--- config.mk ---
export PLATFORM = sky130hd
export DESIGN_NAME = video_cvbs_enc
export DESIGN_NICKNAME = d
export VERILOG_FILES = /design/src/rtl/video_cvbs_enc.sv
export SDC_FILE = /design/constraint.sdc
export NUM_CORES = 1
export LEC_CHECK = 0
export ABC_AREA = 1
export BUFFER_PORTS_ARGS = -buffer_cell sky130_fd_sc_hd__buf_2
export CORE_MARGIN = 2
export CORE_UTILIZATION = 50
export CTS_CLUSTER_DIAMETER = 80
export CTS_CLUSTER_SIZE = 16
export DETAILED_ROUTE_END_ITERATION = 12
export GPL_TIMING_DRIVEN = 0
export PLACE_DENSITY = 0.8
export SYNTH_ARGS = -nofsm -noshare
export SYNTH_HDL_FRONTEND = slang
export SYNTH_SLANG_ARGS = --single-unit
--- constraint.sdc ---
create_clock -name CK_i -period 5.6 [get_ports CK_i]
set_input_delay 0.84 -clock CK_i [delete_from_list [all_inputs] [get_ports CK_i]]
set_output_delay 0.84 -clock CK_i [all_outputs]
set_load 0.01 [all_outputs]
--- src/rtl/video_cvbs_enc.sv ---
// video_cvbs_enc: composite video encoder for a 263-line, 59.94 FPS system.
// Internal H/V/frame timing, a phase-accumulator subcarrier and a 3-stage pipeline to the DAC.
module video_cvbs_enc #(
  parameter int C_V_W       = 6,
  parameter int C_Y_W       = 6,
  parameter int C_PH_W      = 3,
  parameter int C_CA_W      = 3,
  parameter int C_LUT_W     = 6,
  parameter int C_ACC_W     = 16,
  parameter int C_PH_INC    = 19115,
  parameter int C_PEDE      = 12,
  parameter int C_BURST_AMP = 3,
  parameter int C_H_TOTAL   = 780,
  parameter int C_H_SYNC    = 58,
  parameter int C_BURST_ST  = 64,
  parameter int C_BURST_N   = 31,
  parameter int C_H_ACT_ST  = 128,
  parameter int C_H_ACT     = 640,
  parameter int C_V_TOTAL   = 263,
  parameter int C_V_ACT     = 240,
  parameter int C_V_SYNC_ST = 245,
  parameter int C_V_SYNC_N  = 3
) (
  input  logic               CK_i,
  input  logic               XARST_i,
  input  logic               CK_EE_i,
  input  logic [C_Y_W-1:0]   YYs_i,
  input  logic [C_PH_W-1:0]  CPHs_i,
  input  logic [C_CA_W-1:0]  CAMPs_i,
  input  logic               COLOR_EN_i,
  output logic               XBLK_o,
  output logic [9:0]         HCTRs_o,
  output logic [8:0]         VCTRs_o,
  output logic [7:0]         FCTRs_o,
  output logic               HVcy_o,
  output logic [C_V_W-1:0]   VIDEOs_o
);
  localparam int SW  = C_V_W + 2;
  localparam int PW  = C_LUT_W + C_CA_W + 1;
  localparam int NPH = 2 ** C_PH_W;

  localparam logic [9:0] H_LAST  = 10'(C_H_TOTAL - 1);
  localparam logic [9:0] H_SYNC  = 10'(C_H_SYNC);
  localparam logic [9:0] H_VSYNC = 10'(C_H_TOTAL - C_H_SYNC);
  localparam logic [9:0] B_ST    = 10'(C_BURST_ST);
  localparam logic [9:0] B_END   = 10'(C_BURST_ST + C_BURST_N);
  localparam logic [9:0] A_ST    = 10'(C_H_ACT_ST);
  localparam logic [9:0] A_END   = 10'(C_H_ACT_ST + C_H_ACT);
  localparam logic [8:0] V_LAST  = 9'(C_V_TOTAL - 1);
  localparam logic [8:0] V_ACT   = 9'(C_V_ACT);
  localparam logic [8:0] V_ALAST = 9'(C_V_ACT - 1);
  localparam logic [8:0] VS_ST   = 9'(C_V_SYNC_ST);
  localparam logic [8:0] VS_END  = 9'(C_V_SYNC_ST + C_V_SYNC_N);

  localparam logic [C_ACC_W-1:0]     ACC_INC = C_ACC_W'(C_PH_INC);
  localparam logic [C_PH_W-1:0]      PH_HALF = C_PH_W'(1 << (C_PH_W - 1));
  localparam logic signed [C_CA_W:0] BURST_M = (C_CA_W + 1)'(C_BURST_AMP);
  localparam logic signed [PW-1:0]   RND     = PW'((1 << (C_LUT_W - 1)) - 1);
  localparam logic signed [SW-1:0]   PEDE_S  = SW'(C_PEDE);
  localparam logic signed [SW-1:0]   MAXV    = SW'((1 << C_V_W) - 1);
  localparam logic [C_V_W-1:0]       PEDE_V  = C_V_W'(C_PEDE);

  // Sine table, rounded to nearest, built at elaboration.
  logic signed [C_LUT_W-1:0] lut [NPH];
  for (genvar gi = 0; gi < NPH; gi++) begin : g_lut
    localparam real ANG = 2.0 * 3.14159265358979 * gi / (2.0 ** C_PH_W);
    localparam real VAL = ((2.0 ** (C_LUT_W - 1)) - 1.0) * $sin(ANG);
    localparam int  IV  = (VAL >= 0.0) ? $rtoi(VAL + 0.5) : -$rtoi(0.5 - VAL);
    assign lut[gi] = C_LUT_W'(IV);
  end

  logic [9:0]         h_q, h_d;
  logic [8:0]         v_q, v_d;
  logic [7:0]         f_q, f_d;
  logic [C_ACC_W-1:0] acc_q, acc_d;

  logic              vs_line, sync_c, burst_c, act_c;
  logic [C_PH_W-1:0] acc_top;

  logic              s1_sync_q, s1_burst_q, s1_act_q;
  logic [C_Y_W-1:0]  s1_y_q, s1_y_d;
  logic [C_CA_W-1:0] s1_ca_q, s1_ca_d;
  logic [C_PH_W-1:0] s1_idx_q, s1_idx_d;

  logic              s2_sync_q, s2_burst_q, s2_act_q;
  logic [C_Y_W-1:0]  s2_y_q;
  logic signed [SW-1:0] s2_chroma_q, s2_chroma_d;

  logic [C_V_W-1:0]  vid_q, vid_d;

  logic signed [C_CA_W:0] mult;
  logic signed [PW-1:0]   prod, prod_b, shr;
  logic signed [SW-1:0]   y_ext, sum;
  logic [C_V_W-1:0]       sat;

  always_comb begin
    h_d   = h_q;
    v_d   = v_q;
    f_d   = f_q;
    acc_d = acc_q;
    if (CK_EE_i) begin
      acc_d = acc_q + ACC_INC;
      if (h_q == H_LAST) begin
        h_d = '0;
        if (v_q == V_LAST) begin
          v_d = '0;
          f_d = f_q + 8'd1;
        end else begin
          v_d = v_q + 9'd1;
        end
      end else begin
        h_d = h_q + 10'd1;
      end
    end
  end

  // Region decode from the current counters; vsync lines carry an inverted sync pulse.
  always_comb begin
    vs_line = (v_q >= VS_ST) && (v_q < VS_END);
    sync_c  = vs_line ? (h_q < H_VSYNC) : (h_q < H_SYNC);
    burst_c = !vs_line && (h_q >= B_ST) && (h_q < B_END) && COLOR_EN_i;
    act_c   = (v_q < V_ACT) && (h_q >= A_ST) && (h_q < A_END);
    acc_top = acc_q[C_ACC_W-1 -: C_PH_W];
    s1_y_d   = act_c ? YYs_i : s1_y_q;
    s1_ca_d  = act_c ? (COLOR_EN_i ? CAMPs_i : '0) : s1_ca_q;
    s1_idx_d = burst_c ? (acc_top + PH_HALF) : (act_c ? (acc_top + CPHs_i) : s1_idx_q);
  end

  // Chroma scaling, shifted with truncation toward zero so +/- peaks stay symmetric.
  always_comb begin
    mult        = s1_burst_q ? BURST_M : signed'({1'b0, s1_ca_q});
    prod        = PW'(lut[s1_idx_q]) * PW'(mult);
    prod_b      = prod[PW-1] ? (prod + RND) : prod;
    shr         = prod_b >>> (C_LUT_W - 1);
    s2_chroma_d = SW'(shr);
  end

  always_comb begin
    y_ext = s2_burst_q ? '0 : signed'(SW'(s2_y_q));
    sum   = PEDE_S + y_ext + s2_chroma_q;
    if (sum[SW-1])      sat = '0;
    else if (sum > MAXV) sat = '1;
    else                sat = sum[C_V_W-1:0];
    if (s2_sync_q)       vid_d = '0;
    else if (s2_burst_q) vid_d = sat;
    else if (!s2_act_q)  vid_d = PEDE_V;
    else                 vid_d = sat;
  end

  always_ff @(posedge CK_i or negedge XARST_i) begin
    if (!XARST_i) begin
      h_q         <= '0;
      v_q         <= '0;
      f_q         <= '0;
      acc_q       <= '0;
      s1_sync_q   <= 1'b0;
      s1_burst_q  <= 1'b0;
      s1_act_q    <= 1'b0;
      s1_y_q      <= '0;
      s1_ca_q     <= '0;
      s1_idx_q    <= '0;
      s2_sync_q   <= 1'b0;
      s2_burst_q  <= 1'b0;
      s2_act_q    <= 1'b0;
      s2_y_q      <= '0;
      s2_chroma_q <= '0;
      vid_q       <= PEDE_V;
    end else if (CK_EE_i) begin
      h_q         <= h_d;
      v_q         <= v_d;
      f_q         <= f_d;
      acc_q       <= acc_d;
      s1_sync_q   <= sync_c;
      s1_burst_q  <= burst_c;
      s1_act_q    <= act_c;
      s1_y_q      <= s1_y_d;
      s1_ca_q     <= s1_ca_d;
      s1_idx_q    <= s1_idx_d;
      s2_sync_q   <= s1_sync_q;
      s2_burst_q  <= s1_burst_q;
      s2_act_q    <= s1_act_q;
      s2_y_q      <= s1_y_q;
      s2_chroma_q <= s2_chroma_d;
      vid_q       <= vid_d;
    end
  end

  assign XBLK_o   = act_c;
  assign HCTRs_o  = h_q;
  assign VCTRs_o  = v_q;
  assign FCTRs_o  = f_q;
  assign HVcy_o   = (v_q == V_ALAST) && (h_q == H_LAST) && CK_EE_i;
  assign VIDEOs_o = vid_q;

endmodule
==> flow_summary.toml, run 1 <==
[place]
hpwlAfterDp_mm = 8.690
dpl_cell_area_mm2 = 0.005828
gp_congestion = 0.9162
dp_cells = 931
pre_cts_ws_ns = 2.365
io_buffer_count = 50

[finish]
layout_commonest_cell = "nand2_1"
final_util_pct = 58.12
drive_above_1_share_pct = 11.96
diodes = 0
mostFrequentLayoutCells = "nand2_1 (221), inv_1 (126), dfrtp_1 (76)"
finalInstanceArea_mm2 = 0.006027
multi_input_area_mm2 = 0.002864
final_net_count = 862
final_cells = 947
seqCellArea_mm2 = 0.001954
syn_to_final_growth_pct = 12.08
nFillCells = 1001

[worst_setup_path]
slowest_delay_ns = 0.52
cp_cell_sequence = "inv_1 -> nand2_1 -> nand2_1 -> o21ai_0 -> nor2_1 -> ha_1 -> inv_1 -> fa_1 -> inv_1 -> ha_1 -> a21oi_1 -> nand2_1 -> nand2_1 -> nand2_1 -> nor2_1 -> nand3_1 -> nand3_1 -> nand2_1"
path_class = "register to register"
cp_slowest_cell = "fa_1"
critPathMostFrequentCell = "nand2_1"
worstPathArrival_ns = 3.50
crit_start = "s1_idx_q[0]$_DFFE_PN0P_"
reg2regPathDepth = 18
critical_path_depth = 18
crit_family = "adder cells"
end_kind = "register"
startpoint_type = "register"
critPathMaxFanout = 6
crit_required_ns = 5.84
crit_buf_inv = 3
r2r-start = "s1_idx_q[0]$_DFFE_PN0P_"

[clock_network]
numCtsBuffers = 9
cts_root_buffer = "clkbuf_8"
clock_path_buffers = 2
clk_pin_slew_ns = 0.08
cts_setup_buffers = 0
clock-sinks = 78
cts_resized = 0
cts_tree = "built"
cts_hold_buf = 0
clkLatencyLatePin_ns = 0.35
cts_htree_levels = 3

[sta]
slew_headroom_pct = 62.89
tns_ns = 0
period_minus_slack_ns = 3.263
slew_viol_final = 0
finalSetupViolCount = 0
worst_pin_slew_ns = 0.5567
hold_viol_final = 0
fmax_ghz = 0.3065
fin_crit_sh_pct = 58.27
skew_ns = 0.01372
setup_slack_ns = 2.337
grt_setup_unrepaired = "false"
holdWs_ns = 0.3281

[floorplanning]
ios = 51
die_w_um = 107.7
placementRows = 37
design.die.area_mm2 = 0.01160
dieHeight_um = 107.7
initial_core_util_pct = 51.86
design.core.area_mm2 = 0.01037

[power]
p_sw_mw = 1.172
power_frac_clock_pct = 16.4
seqPwrFrac_pct = 33.0
power.internal_mw = 1.414
p_comb_share_pct = 50.6
p_per_area_mw_per_mm2 = 429.1
leakage_nw = 3.419
switching_share_pct = 45.33
total_power_mw = 2.586
ir_drop_v = 0.0001737

[yosys]
syn_inst = 744
avgSynthCellArea_um2 = 7.228
synth_fp_nets = 800
synth-main-ff-cell = "dfrtp_1"
synth.distinct_cells = 39
synth_largest_area_cell = "dfrtp_1"
synthTopCellsByArea = "dfrtp_1 (35%), nand2_1 (15%), inv_1 (8.8%)"
synth-edff-count = 0
yosys_register_bits = 78
ys_async_sr_fraction_pct = 100.0
syn_area_mm2 = 0.005378
synth_warnings = 0
synth_seq_area_share_pct = 36.34
synth_top_cell_area_share_pct = 35.37

[run]
cap_violations = 0

[route]
drtIter0Drc = 185
wl_mm = 11.49
antenna_left = 0
avgRoutedWirePerCell_um = 12.14
vias_per_cell = 5.013
vias = 4747
drc = 0
dr.pass1.iters = 5

[global_route]
grt_overflow = 0
antenna_found_initial = 0
grt_pass1_wl_mm = 20.30
grt_max_degree = 68
grt_pass1_vias = 4628
grtUsageTotal_pct = 21.55

[hold_path]
hold_class = "input pin to asynchronous set/reset pin"

[outcome]
status = "complete, no violations"
-- cells in the mapped netlist (2+ instances only) --
cell,number
nand2_1,221
inv_1,126
dfrtp_1,76
nand3_1,67
nor2_1,54
o21ai_0,36
ha_1,32
a21oi_1,24
xor2_1,22
nor3_1,12
nand4_1,9
fa_1,8
nor2_2,6
xnor2_1,6
clkbuf_1,5
inv_2,4
buf_2,3
buf_4,3
nand3b_1,3
nor4_1,3
dfstp_2,2
nand2_2,2
nor2_4,2
nor3_2,2
o31ai_1,2
-- routing by layer --
| layer | share of wire [%] | global-route usage [%] | vias up |
|---|---|---|---|
| li1 | - | - | 2461 |
| met1 | 46 | 28.50 | 2171 |
| met2 | 48 | 36.66 | 104 |
| met3 | 4.6 | 3.390 | 11 |
| met4 | 1.1 | 6.044 | 0 |
| met5 | 0 | 0 | - |
-- flip-flops by register name (all words and copies together) (netlist names), 3 cells and up --
name,flops
FCTRs_o,8
HCTRs_o,10
VCTRs_o,9
VIDEOs_o,6
acc_q,16
s1_ca_q,3
s1_idx_q,3
s1_y_q,6
s2_chroma_q,5
s2_y_q,6
-- power groups by stage --
stage / clock [mW] / sequential, mW / combinational, mW
after floorplan: 0 / 0.845 / 1.01
after global placement: 0 / 0.856 / 1.27
after detailed placement: 0 / 0.861 / 1.30
after CTS: 0.428 / 0.851 / 1.31
after global routing: 0.450 / 0.877 / 1.54
final: 0.423 / 0.853 / 1.31
-- final timing paths --
check	end	slack [ns]
min in group CK_i	VIDEOs_o[2]$_DFFE_PN1P_	0.47
max reg2reg	s2_chroma_q[2]$_DFFE_PN0P_	2.34
min reg2reg	VIDEOs_o[2]$_DFFE_PN1P_	0.47
min	VIDEOs_o[1]$_DFFE_PN0P_	0.33
max	s2_chroma_q[2]$_DFFE_PN0P_	2.34
max in group asynchronous	s2_y_q[0]$_DFFE_PN0P_	4.70
-- cell type report --
cell class | count | share of cell area [%]
Buffer | 13 | 1.183
Clock buffer | 10 | 2.284
Clock inverter | 6 | 1.017
Inverter | 130 | 8.096
Multi-Input combinational cell | 523 | 47.52
Sequential cell | 78 | 32.43
Tap cell | 136 | 2.823
Timing Repair Buffer | 51 | 4.650
-- logic make-up after synthesis --
family,after synthesis,synth area share (%)
buffers and inverters,143,10.40
and+or+nand+nor,387,31.55
adders and majority gates,40,10.42
xor gates and xnor gates,28,4.560
DFF,78,36.34
AOI/OAI and AO/OA,68,6.724
No activity file was read; power rests on OpenSTA's default activity.
==> inputs of run 2 (changes only) <==
--- a/config.mk
+++ b/config.mk
@@ -5,7 +5,7 @@
 export SDC_FILE = /design/constraint.sdc
 export NUM_CORES = 1
 export LEC_CHECK = 0
-export ABC_AREA = 1
+export ABC_AREA = 0
 export BUFFER_PORTS_ARGS = -buffer_cell sky130_fd_sc_hd__buf_2
 export CORE_MARGIN = 2
 export CORE_UTILIZATION = 50
@@ -13,7 +13,7 @@
 export CTS_CLUSTER_SIZE = 16
 export DETAILED_ROUTE_END_ITERATION = 12
 export GPL_TIMING_DRIVEN = 0
-export PLACE_DENSITY = 0.8
+export PLACE_DENSITY = 0.83
 export SYNTH_ARGS = -nofsm -noshare
 export SYNTH_HDL_FRONTEND = slang
 export SYNTH_SLANG_ARGS = --single-unit
==> constraint.sdc (replaced) <==
create_clock -name CK_i -period 2.98 [get_ports CK_i]
set_input_delay 0.447 -clock CK_i [delete_from_list [all_inputs] [get_ports CK_i]]
set_output_delay 0.447 -clock CK_i [all_outputs]
set_load 0.01 [all_outputs]
==> run 2 against run 1 <==
  * The run now ends with setup timing left
  * First-iteration DRC count increased by 30%
  * Design area down 0.33%
  * Count of clock-buffer cells in the layout unchanged
  * Utilization up 4.2 points
  * Fmax down 4.8%
  * Critical path depth shrank 5
  * Routed wire length fell by 0.54%
  * Sequential power is 66% higher
  * Sequential share of layout area is 0.17 points higher
  * Via count down 12%
  * Global-route usage grew 1.4 points
  * Cell count fell by 23%
  * Critical path type unchanged
  * Highest routed layer unchanged
==> flow_summary.toml, run 2 <==
[floorplanning]
die_w_um = 102.8
initial_core_util_pct = 50.60
placementRows = 36
design.core.area_mm2 = 0.009639
design.die.area_mm2 = 0.01056
dieHeight_um = 102.8
ios = 51

[yosys]
synth_mux_area_share_pct = 2.771
synth_top_cell_area_share_pct = 38.99
synth-xor-area-share_pct = 7.901
synth_top_family_by_area = "simple AND/OR/NAND/NOR gates"
synthTopCellsByArea = "dfrtp_1 (39%), ha_1 (8.2%), xnor2_1 (4.7%)"
synth.distinct_cells = 68
ys_async_sr_fraction_pct = 100.0
synth_compound_area_share_pct = 13.98
synth_largest_area_cell = "dfrtp_1"
synth-main-ff-cell = "dfrtp_1"
syn_area_mm2 = 0.004877
synth_fp_nets = 568
yosys.area_share.simple_pct = 19.14
synthAdderAreaFrac_pct = 11.49
syn_inst = 512
avgSynthCellArea_um2 = 9.526
synth_warnings = 0
yosysMostFrequentCell = "dfrtp_1"
yosys_register_bits = 78
ys_top_cells_by_count = "dfrtp_1 (76), inv_1 (48), nor2_1 (47)"
synth_seq_area_share_pct = 40.07
synth-edff-count = 0

[worst_setup_path]
cp_slowest_cell = "or4_4"
end_kind = "register"
path_class = "register to register"
r2r-start = "s1_idx_q[1]$_DFFE_PN0P_"
slowest_delay_ns = 0.53
crit_start = "s1_idx_q[1]$_DFFE_PN0P_"
startpoint_type = "register"
crit_required_ns = 3.26
critPathMaxFanout = 5
worstPathArrival_ns = 3.71
cp_cell_sequence = "o21ai_2 -> or2_4 -> inv_4 -> ha_4 -> inv_2 -> fa_1 -> inv_2 -> ha_4 -> or4_4 -> o221a_4 -> nand4bb_4 -> or3_1 -> a31oi_1"

[sta]
slew_headroom_pct = 48.16
fin_crit_sh_pct = 115.1
slew_viol_final = 0
fmax_ghz = 0.2917
worst_pin_slew_ns = 0.7760
holdWs_ns = 0.2751
hold_viol_final = 0
skew_ns = 0.01006
finalSetupViolCount = 5
grt_setup_unrepaired = "true"
setup_slack_ns = -0.4488
period_minus_slack_ns = 3.429

[global_route]
grtUsageTotal_pct = 22.94
grt_max_degree = 54
antenna_found_initial = 0
grt_pass1_vias = 4188
grt_pass1_wl_mm = 19.16
grt_overflow = 0

[route]
drc = 0
dr.pass1.iters = 5
vias = 4172
wl_mm = 11.43
avgRoutedWirePerCell_um = 15.64
antenna_left = 0
drtIter0Drc = 241
vias_per_cell = 5.707

[power]
p_per_area_mw_per_mm2 = 505.2
power.internal_mw = 2.044
power_frac_clock_pct = 29.9
p_comb_share_pct = 23.2
total_power_mw = 3.035
switching_share_pct = 32.64
ir_drop_v = 0.0003726
p_sw_uw = 990.5
leakage_nw = 2.921
seqPwrFrac_pct = 46.9

[finish]
largest_reg_flops = 16
diodes = 0
mostFrequentLayoutCells = "dfrtp_1 (73), buf_2 (50), nor2_1 (43), nand2_1 (43), inv_1 (39)"
nFillCells = 776
final_net_count = 649
largest_register = "acc_q"
finalInstanceArea_mm2 = 0.006007
final_cells = 731
layout_commonest_cell = "dfrtp_1"
syn_to_final_growth_pct = 23.17
drive_above_1_share_pct = 26.42

[place]
gp_congestion = 0.9101
io_buffer_count = 50
hpwlAfterDp_mm = 8.066
pre_cts_ws_ns = -0.4807
dp_cells = 696
dpl_cell_area_mm2 = 0.005472

[hold_path]
min-delay-start = "YYs_i[5]"
hold_class = "input pin to register"

[clock_network]
clock_path_buffers = 2
cts_tree = "built"
numCtsBuffers = 9
clk_pin_slew_ns = 0.09
cts_htree_levels = 3
clock-sinks = 78
cts_root_buffer = "clkbuf_8"
clkLatencyLatePin_ns = 0.36

[outcome]
status = "finished, violations left"
violations = "setup timing"

[run]
cap_violations = 0
[run 2: changes by cell type in the layout (fill, tap and decap cells not counted), moves of 15 or more]
cell | before | now
buf_4 | 4 | 19
o21ai_0 | 36 | 14
xnor2_1 | 6 | 24
inv_1 | 126 | 39
nand2_1 | 221 | 43
nand3_1 | 67 | 13
[run 2: critical path, delay by kind of cell (launching register included)]
family,cells,cell delay (ns)
flip-flops,1,0.47
AND/OR/NAND/NOR,4,1.24
buffers and inverters,3,0.12
AO/OA/AOI/OAI,3,0.63
adder cells (fa/ha/maj),3,0.89
[run 2: area by class of cell]
| type | count | area, um^2 | share of cell area [%] |
|---|---|---|---|
| well taps | 133 | 166.4 | 2.770 |
| plain buffers | 10 | 42.54 | 0.7082 |
| inverters | 49 | 186.4 | 3.104 |
| multi-input cells | 375 | 2995 | 49.86 |
| repair buffers | 70 | 429.2 | 7.144 |
| clock buffers | 10 | 137.6 | 2.291 |
| flip-flops and latches | 78 | 1958 | 32.60 |
| clock inverters | 6 | 91.34 | 1.521 |
[run 2: what timing repair did]
action	in CTS	in global routing
pin swaps	13	20
setup buffers	14	4
gates resized for setup	14	20
hold buffers	1	0
endpoints found under the setup margin	6	6
hold endpoints to repair	9	0
[run 2: power by group through the flow]
stage	combinational [mW]	clock, mW	sequential (mW)
detailed placement	0.681	0	1.43
CTS	0.701	0.921	1.42
floorplan	0.493	0	1.40
finish	0.703	0.907	1.42
global placement	0.644	0	1.42
global route	0.792	0.967	1.45
[run 2: layer usage]
metal | vias up | global-route usage (%) | wire length [um]
met5 | - | 0 | 0
met4 | 0 | 7.186 | 122
met3 | 16 | 4.475 | 540
met2 | 121 | 39.72 | 6020
met1 | 2084 | 29.20 | 4746
li1 | 1951 | - | -
[run 2: cell families (layout without fill, tap and decap cells)]
kind of cell	Yosys count	after routing
fa+ha+maj	40	40
compound gates	101	101
simple gates	178	178
xor+xnor	44	44
buf+inv	59	145
flops	78	78
mux	12	12
[run 2: path summary, 6_finish.rpt]
kind,end,slack [ns],cells past startpoint
max,s2_chroma_q[3]$_DFFE_PN0P_,-0.45,13
min,s1_y_q[5]$_DFFE_PN0P_,0.28,3
max reg2reg,s2_chroma_q[3]$_DFFE_PN0P_,-0.45,13
min reg2reg,s1_y_q[5]$_DFFE_PN0P_,0.48,2
max in group asynchronous,s1_y_q[0]$_DFFE_PN0P_,1.85,3
min in group asynchronous,VIDEOs_o[1]$_DFFE_PN0P_,0.54,2
[run 2: through the flow]
step,TNS (ns),util [%]
floorplan,-0.5846,-
detailed placement,-1.911,56.76
CTS,-1.724,60.94
global placement,-1.569,56.45
finish,-1.825,62.32
global route,-2.596,62.32
==> inputs of run 3 (changes only) <==
--- a/config.mk
+++ b/config.mk
@@ -8,12 +8,13 @@
 export ABC_AREA = 0
 export BUFFER_PORTS_ARGS = -buffer_cell sky130_fd_sc_hd__buf_2
 export CORE_MARGIN = 2
-export CORE_UTILIZATION = 50
+export CORE_UTILIZATION = 54
 export CTS_CLUSTER_DIAMETER = 80
 export CTS_CLUSTER_SIZE = 16
 export DETAILED_ROUTE_END_ITERATION = 12
 export GPL_TIMING_DRIVEN = 0
-export PLACE_DENSITY = 0.83
+export PLACE_DENSITY = 0.88
+export REMOVE_ABC_BUFFERS = 1
 export SYNTH_ARGS = -nofsm -noshare
 export SYNTH_HDL_FRONTEND = slang
 export SYNTH_SLANG_ARGS = --single-unit
==> constraint.sdc (replaced) <==
create_clock -name CK_i -period 2.98 [get_ports CK_i]
set_input_delay 0.447 -clock CK_i [delete_from_list [all_inputs] [get_ports CK_i]]
set_output_delay 0.447 -clock CK_i [all_outputs]
set_load 0.1 [all_outputs]
==> run 3 against run 2 <==
  * The run still ends with setup timing left
  * First-iteration DRC count increased by 9.5%
  * Critical path depth increased by 4
  * Non-clock buffer count increased by 2
  * Power increased by 7.0%
  * Hold slack got worse by 0.21 ns
==> flow_summary.toml, run 3 (synthesis gave the netlist of run 2 again) <==
[route]
avgRoutedWirePerCell_um = 17.36
drtIter0Drc = 264
drc = 0
antenna_left = 0
vias_per_cell = 6.049
wl_mm = 12.29
vias = 4283
dr.pass1.iters = 5

[global_route]
grt_overflow = 0
grtUsageTotal_pct = 25.08
grt_pass1_vias = 4325
grt_pass1_wl_mm = 19.84
grt_max_degree = 50
antenna_found_initial = 0

[power]
seqPwrFrac_pct = 44.2
leakage_nw = 2.941
power.internal_mw = 2.018
p_per_area_mw_per_mm2 = 541.9
ir_drop_v = 0.0004034
switching_share_pct = 37.83
p_comb_share_pct = 29.0
power_frac_clock_pct = 26.8
p_sw_mw = 1.228

[hold_path]
hold_class = "input pin to asynchronous set/reset pin"

[worst_setup_path]
critPathMostFrequentCell = "inv_2"
r2r-end = "s2_chroma_q[2]$_DFFE_PN0P_"
crit_required_ns = 3.20
crit_buf_inv = 5
critical_path_depth = 17
path_class = "register to register"
crit_family = "adder cells"
reg2regPathDepth = 17
r2r-start = "s1_idx_q[0]$_DFFE_PN0P_"
worstPathArrival_ns = 3.78
startpoint_type = "register"
critPathMaxFanout = 5
reg2reg_slack_ns = -0.58
cp_slowest_cell = "fa_1"
end_kind = "register"
cp_cell_sequence = "inv_2 -> and3_4 -> a21oi_4 -> nor2_2 -> ha_1 -> inv_2 -> fa_1 -> inv_2 -> ha_4 -> buf_4 -> nor3_1 -> o21ai_1 -> a211oi_2 -> nand4bb_4 -> buf_4 -> xnor2_1 -> a21oi_1"
slowest_delay_ns = 0.49

[sta]
setup_slack_ns = -0.5790
slew_headroom_pct = 47.73
hold_viol_final = 0
grt_setup_unrepaired = "true"
skew_ns = 0.01075
worst_pin_slew_ns = 0.7732
fin_crit_sh_pct = 119.4
fmax_ghz = 0.2810
slew_viol_final = 0
finalSetupViolCount = 5
period_minus_slack_ns = 3.559

[finish]
layout_commonest_cell = "dfrtp_1"
drive_above_1_share_pct = 29.17
syn_to_final_growth_pct = 22.83
largest_reg_flops = 16
final_cells = 708
diodes = 0
largest_register = "acc_q"
final_net_count = 651
mostFrequentLayoutCells = "dfrtp_1 (72), buf_2 (47), nand2_1 (43)"

[clock_network]
clock_path_buffers = 2
numCtsBuffers = 9
clock-sinks = 78
cts_hold_buf = 0
cts_htree_levels = 3
cts_tree = "built"
clkLatencyLatePin_ns = 0.36
clk_pin_slew_ns = 0.09
cts_root_buffer = "clkbuf_8"

[place]
io_buffer_count = 50
hpwlAfterDp_mm = 7.443
dp_cells = 661
gp_congestion = 0.9153
pre_cts_ws_ns = -0.8729

[floorplanning]
die_w_um = 99.04
design.die.area_mm2 = 0.009808
initial_core_util_pct = 55.93
dieHeight_um = 99.04
ios = 51
design.core.area_mm2 = 0.008721
placementRows = 34

[outcome]
status = "finished, violations left"
violations = "setup timing"

[run]
cap_violations = 0
==> run 3: worst max path at each step <==
stage,start,endpoint
floorplan,HCTRs_o[1]$_DFFE_PN0P_,HVcy_o
global placement,s1_idx_q[1]$_DFFE_PN0P_,s2_chroma_q[3]$_DFFE_PN0P_
detailed placement,s1_idx_q[0]$_DFFE_PN0P_,s2_chroma_q[3]$_DFFE_PN0P_
CTS,s1_idx_q[0]$_DFFE_PN0P_,s2_chroma_q[3]$_DFFE_PN0P_
global route,s1_idx_q[0]$_DFFE_PN0P_,s2_chroma_q[2]$_DFFE_PN0P_
finish,s1_idx_q[0]$_DFFE_PN0P_,s2_chroma_q[2]$_DFFE_PN0P_
==> run 3: what timing repair did <==
item | CTS | global route
resized for setup | 58 | 16
pin swaps | 36 | 7
endpoints found under the setup margin | 6 | 6
setup buffers | 24 | 7
==> run 3: cell type report <==
type	count	area, um^2
Fill cell	588	2730
Tap cell	108	135.1
Timing Repair Buffer	82	521.8
Inverter	49	183.9
Sequential cell	78	1959
Clock buffer	11	131.4
Clock inverter	5	85.08
Multi-Input combinational cell	375	2974
==> run 3: through the flow <==
stage	hold slack [ns]	power (mW)	utilization (%)	cell area (um^2)	setup TNS (ns)
2_1_floorplan	0.1514	2.119	-	4835	-4.326
3_3_place_gp	0.4528	2.287	59.86	5220	-3.861
3_5_place_dp	0.4594	2.346	60.11	5243	-4.840
4_1_cts	0.08021	3.234	67.53	5889	-1.652
5_1_grt	0.08561	3.401	68.69	5991	-2.846
6_report	0.06495	3.246	68.69	5991	-2.442
==> run 3: power groups by stage <==
stage | sequential, mW | combinational [mW] | clock, mW
CTS | 1.43 | 0.931 | 0.873
global placement | 1.42 | 0.863 | 0
floorplan | 1.65 | 0.469 | 0
global route | 1.46 | 1.01 | 0.927
detailed placement | 1.44 | 0.903 | 0
finish | 1.44 | 0.940 | 0.870
==> run 3: layer usage <==
metal | global-route usage, % | wire [um] | vias to the layer above
li1 | - | - | 1957
met1 | 28.79 | 4685 | 2082
met2 | 44.02 | 6444 | 181
met3 | 6.099 | 651 | 63
met4 | 11.59 | 513 | 0
met5 | 0 | 0 | -
